## src/rtl/aes_pkg.sv

```systemverilog
// Shared AES datapath definitions: state geometry, GF(2^8) reduction constant,
// the MixColumns sequencer FSM encoding and the xtime helper.
package aes_pkg;

  localparam int         AES_STATE_W = 128;
  localparam int         AES_COL_W   = 32;
  localparam int         AES_NCOL    = 4;
  localparam logic [7:0] GF_POLY     = 8'h1B;

  typedef enum logic [1:0] {IDLE, RUN, DONE} mixseq_state_t;

  // Multiply by x in GF(2^8) modulo x^8+x^4+x^3+x+1
  function automatic logic [7:0] xtime(input logic [7:0] a);
    return {a[6:0], 1'b0} ^ (a[7] ? GF_POLY : 8'h00);
  endfunction

endpackage

```

## src/rtl/mix_col.sv

```systemverilog
// Combinational MixColumns of a single 32-bit column; byte 0 is the MSB byte.
module mix_col
  import aes_pkg::*;
(
  input  logic [AES_COL_W-1:0] col_i,
  output logic [AES_COL_W-1:0] col_o
);

  logic [7:0] a0, a1, a2, a3;
  logic [7:0] b0, b1, b2, b3;

  assign a0 = col_i[31:24];
  assign a1 = col_i[23:16];
  assign a2 = col_i[15:8];
  assign a3 = col_i[7:0];

  // 3*a is xtime(a)^a, so each row is two xtimes plus a plain byte XOR
  assign b0 = xtime(a0) ^ xtime(a1) ^ a1 ^ a2 ^ a3;
  assign b1 = a0 ^ xtime(a1) ^ xtime(a2) ^ a2 ^ a3;
  assign b2 = a0 ^ a1 ^ xtime(a2) ^ xtime(a3) ^ a3;
  assign b3 = xtime(a0) ^ a0 ^ a1 ^ a2 ^ xtime(a3);

  assign col_o = {b0, b1, b2, b3};

endmodule

```

## src/rtl/mix_columns_seq.sv

```systemverilog
// Sequential AES MixColumns: LANES columns per cycle through shared mix_col lanes.
// Optional final-round pass-through port last_round when MIXCOL_BYPASS_EN is defined.
module mix_columns_seq
  import aes_pkg::*;
#(
  parameter int LANES = 1
) (
  input  logic                   clk,
  input  logic                   rst_n,
  input  logic                   in_valid,
  output logic                   in_ready,
  input  logic [AES_STATE_W-1:0] in_state,
  output logic                   out_valid,
  input  logic                   out_ready,
  output logic [AES_STATE_W-1:0] out_state
`ifdef MIXCOL_BYPASS_EN
  ,
  input  logic                   last_round
`endif
);

  localparam int            NCYC     = AES_NCOL / LANES;
  localparam int            CW       = (NCYC > 1) ? $clog2(NCYC) : 1;
  localparam logic [CW-1:0] CNT_LAST = CW'(NCYC - 1);

  if (!(LANES == 1 || LANES == 2 || LANES == 4)) begin : g_bad_lanes
    $error("mix_columns_seq: LANES must be 1, 2 or 4");
  end

  mixseq_state_t        state_q;
  logic [CW-1:0]        cnt_q;
  logic                 out_valid_q;
  logic [AES_COL_W-1:0] src_q [AES_NCOL];
  logic [AES_COL_W-1:0] res_q [AES_NCOL];

  logic [AES_COL_W-1:0] lane_in  [LANES];
  logic [AES_COL_W-1:0] lane_out [LANES];
  logic [1:0]           lane_col [LANES];
  logic                 accept;
  logic                 bypass;

`ifdef MIXCOL_BYPASS_EN
  assign bypass = last_round;
`else
  assign bypass = 1'b0;
`endif

  // Lane l of cycle k handles column k*LANES+l
  for (genvar l = 0; l < LANES; l++) begin : g_lane
    assign lane_col[l] = 2'(int'(cnt_q) * LANES + l);
    assign lane_in[l]  = src_q[lane_col[l]];
    mix_col u_mix (
      .col_i (lane_in[l]),
      .col_o (lane_out[l])
    );
  end

  assign in_ready  = rst_n & ((state_q == IDLE) | ((state_q == DONE) & out_ready));
  assign accept    = in_valid & in_ready;
  assign out_valid = out_valid_q;
  assign out_state = {res_q[0], res_q[1], res_q[2], res_q[3]};

  always_ff @(posedge clk or negedge rst_n) begin
    if (!rst_n) begin
      state_q     <= IDLE;
      cnt_q       <= '0;
      out_valid_q <= 1'b0;
      for (int c = 0; c < AES_NCOL; c++) begin
        src_q[c] <= '0;
        res_q[c] <= '0;
      end
    end else begin
      unique case (state_q)
        IDLE, DONE: begin
          if (accept) begin
            if (bypass) begin
              for (int c = 0; c < AES_NCOL; c++)
                res_q[c] <= in_state[AES_STATE_W-1-AES_COL_W*c -: AES_COL_W];
              state_q     <= DONE;
              out_valid_q <= 1'b1;
            end else begin
              for (int c = 0; c < AES_NCOL; c++)
                src_q[c] <= in_state[AES_STATE_W-1-AES_COL_W*c -: AES_COL_W];
              cnt_q       <= '0;
              state_q     <= RUN;
              out_valid_q <= 1'b0;
            end
          end else if (state_q == DONE && out_ready) begin
            state_q     <= IDLE;
            out_valid_q <= 1'b0;
          end
        end
        RUN: begin
          for (int l = 0; l < LANES; l++)
            res_q[lane_col[l]] <= lane_out[l];
          cnt_q <= cnt_q + 1'b1;
          if (cnt_q == CNT_LAST) begin
            state_q     <= DONE;
            out_valid_q <= 1'b1;
          end
        end
        default: state_q <= IDLE;
      endcase
    end
  end

endmodule

```

## config.mk

```make
export PLATFORM = sky130hd
export DESIGN_NAME = mix_columns_seq
export DESIGN_NICKNAME = d
export VERILOG_FILES = /design/src/rtl/aes_pkg.sv /design/src/rtl/mix_col.sv /design/src/rtl/mix_columns_seq.sv
export SDC_FILE = /design/constraint.sdc
export NUM_CORES = 1
export LEC_CHECK = 0
export ABC_AREA = 1
export BUFFER_PORTS_ARGS = -buffer_cell sky130_fd_sc_hd__buf_2
export CORE_MARGIN = 5
export CORE_UTILIZATION = 60
export DETAILED_ROUTE_END_ITERATION = 8
export PLACE_DENSITY = 0.92
export SLEW_MARGIN = 20
export SYNTH_ARGS = -nofsm -noshare
export SYNTH_HDL_FRONTEND = slang
export SYNTH_SLANG_ARGS = --single-unit
```

## constraint.sdc

```tcl
create_clock -name clk -period 4.36 [get_ports clk]
set_input_delay 0.872 -clock clk [delete_from_list [all_inputs] [get_ports clk]]
set_output_delay 0.872 -clock clk [all_outputs]
set_load 0.03 [all_outputs]
```

==> results.yml <==
setup_path:
  path_class: "reg2reg"
  critical_path.slowest_cell: "clkinv_1"
  cp_slowest_stage_delay_ns: 0.99
  critPathMaxFanout: 52
  crit_chain: "buf_4, ha_1, nand2_1, buf_4, clkinv_1, nand3_1, nand2_1"
  cp.required_ns: 4.77
  crit_path_start_kind: "register"
  crit_family: "buffers and inverters"
  reg2reg_slack_ns: 1.30
  critPathCaptureType: "register"
  critical_path_buf_inv_count: 3
  arrival_ns: 3.47
clocking:
  clock-root-buffer: "clkbuf_16"
  cts.clk_slew.worst_paths_ns: 0.07
  clkLatencyLatePin_ns: 0.55
  post_cts_resized: 0
  cts_buffer_depth: 3
  cts_made_buffers: 27
  htreeDepth: 1
  ctsHoldBuffers: 0
  clock-sinks: 261
  cts_tree: "built"
  cts_setup_buffers: 0
die:
  core-area_um2: 21760
  start_util: 0.6081
  die_area_um2: 25120
  dieHeight_um: 158.5
  io_pins: 262
  die_w_um: 158.5
  rows: 54
global_routing:
  grt_pass1_wl_um: 61640
  globalRoute.totalOverflow: 0
  grt_pass1_vias: 11888
  grt_max_degree: 77
  antenna_found_initial: 2
  grt_use_total: 0.3086
timing:
  fin_setup_tns_ns: 0
  slew_violations: 0
  worst_slack_ns: 1.301
  fmax_mhz: 326.9
  finalCritPeriodShare: 0.7015
  worstMarginPinSlew_ns: 1.125
  setup_viol: 0
  skew_ns: 0.01925
  relSlewSlack: 0.2456
  grt_setup_unrepaired: "no"
  min_period_ns: 3.059
  finalHoldViolCount: 0
synthesis:
  syn_inst: 1661
  ys_warn_count: 0
  syn_nets: 1797
  ys_ff_latch: 261
  ys_types: 26
  syn_area_um2: 13230
  synth-seq-area-share: 0.4937
  syn_avg_cell_area_um2: 7.965
place:
  portBuffers: 261
  pre_cts_slack_ns: 1.256
  dp_hpwl_um: 27850
  gp_congestion: 0.9365
routing:
  drtIter0Drc: 1016
  routed_wl_um: 39040
  vias: 12300
  viasPerCell: 5.599
  wire_per_inst_um: 17.77
  drt_first_pass_iters: 6
  ant_nets: 0
  drc: 0
hold_path:
  hold_path_class: "in2async"
flow_run:
  drv_cap: 0
cells_and_area:
  syn2layout_area_growth_pct: 16.87
  fin_nets: 2033
  drive_above_1_share: 0.2463
  final_util: 0.7107
status:
  status: "finished clean"
cell type report:
class	count	area [um^2]
flip-flops and latches	261	6534
fillers	1646	6294
multi-input cells	1272	6093
repair buffers	275	1421
clock buffers	38	767.0
well taps	280	350.3
inverters	60	230.2
clock inverters	10	63.81
diodes	1	2.502
Yosys cell counts:
cell,number,area [um^2]
o21ai_0,5,25.02
inv_6,1,8.760
nand3_1,211,1056
ha_1,4,50.05
and3_1,1,6.260
nor2_4,1,11.26
mux2_2,108,1216
buf_2,27,135.1
inv_2,5,18.77
inv_1,54,202.7
buf_6,6,67.56
a21oi_1,20,100.1
nand2_2,31,193.9
o21bai_4,1,18.77
nand4_1,2,12.51
nand3b_1,3,22.52
nand3_2,3,30.03
clkbuf_1,12,45.04
xnor2_2,1,16.27
buf_4,10,75.07
buf_1,12,45.04
dfrtp_1,261,6531
xnor2_1,4,35.03
nor2_1,23,86.33
nand2_1,854,3206
buf_8,1,15.01
path summary, 6_finish.rpt:
| path | endpoint | depth (start not counted) | start |
|---|---|---|---|
| setup / recovery | out_state[55] | 7 | cnt_q[1] |
| hold / removal | out_state[53] | 1 | rst_n |
| setup reg to reg | out_state[55] | 7 | cnt_q[1] |
| hold reg to reg | out_state[15] | 2 | out_state[15] |
| max in group asynchronous | src_q[11] | 2 | rst_n |
| min in group clk | out_state[15] | 2 | out_state[15] |
through the flow:
step,std cells,hold WS [ns],area [um^2]
floorplan,1661,0.4777,13230
global placement,2148,0.4560,14630
detailed placement,2148,0.4604,14630
CTS,2196,0.2800,15460
global route,2196,0.3117,15460
finish,2197,0.2674,15460
sequential cells by signal, indices dropped and copies added (netlist names):
| name | cells |
|---|---|
| state_q | 2 |
| out_state | 128 |
| out_valid | 1 |
| cnt_q | 2 |
| src_q | 128 |
cell families (layout without fill, tap and decap cells):
group                    after synthesis  in the layout  synth area share
AO/OA/AOI/OAI                         26             26           0.01088
XOR/XNOR                               5              5          0.003877
adder cells (fa/ha/maj)                4              4          0.003783
buffers and inverters                128            383           0.04634
flip-flops                           261            261            0.4937
multiplexers                         108            108           0.09192
other                                  0              1                 0
AND/OR/NAND/NOR                     1129           1129            0.3495
worst reg2reg max path, delay by kind of cell, from the launching register on:
| kind | cells | cell delay, ns |
|---|---|---|
| fa+ha+maj | 1 | 0.27 |
| buf+inv | 3 | 1.67 |
| flops | 1 | 0.41 |
| simple gates | 3 | 0.58 |
per-layer routing:
metal / wire length [um] / global-route usage / part of all wire
met5: 21 / 0 / 0.00054
met4: 1164 / 0.09139 / 0.030
met3: 4063 / 0.06632 / 0.10
met2: 18310 / 0.5060 / 0.47
met1: 15490 / 0.4178 / 0.40
placed cells by master (no fill, tap or decap), types with 20 or more instances in the layout:
master / synthesis / routed
inv_1: 54 / 50
nand3_1: 211 / 211
dfrtp_1: 261 / 259
buf_2: 27 / 260
mux2_2: 108 / 108
nand2_1: 854 / 853
clkbuf_16: 0 / 27
nand2_2: 31 / 31
nor2_1: 23 / 23
a21oi_1: 20 / 20
Power is not shown: default switching activity piles up to over one toggle a cycle in this logic, so the estimate is an artifact.
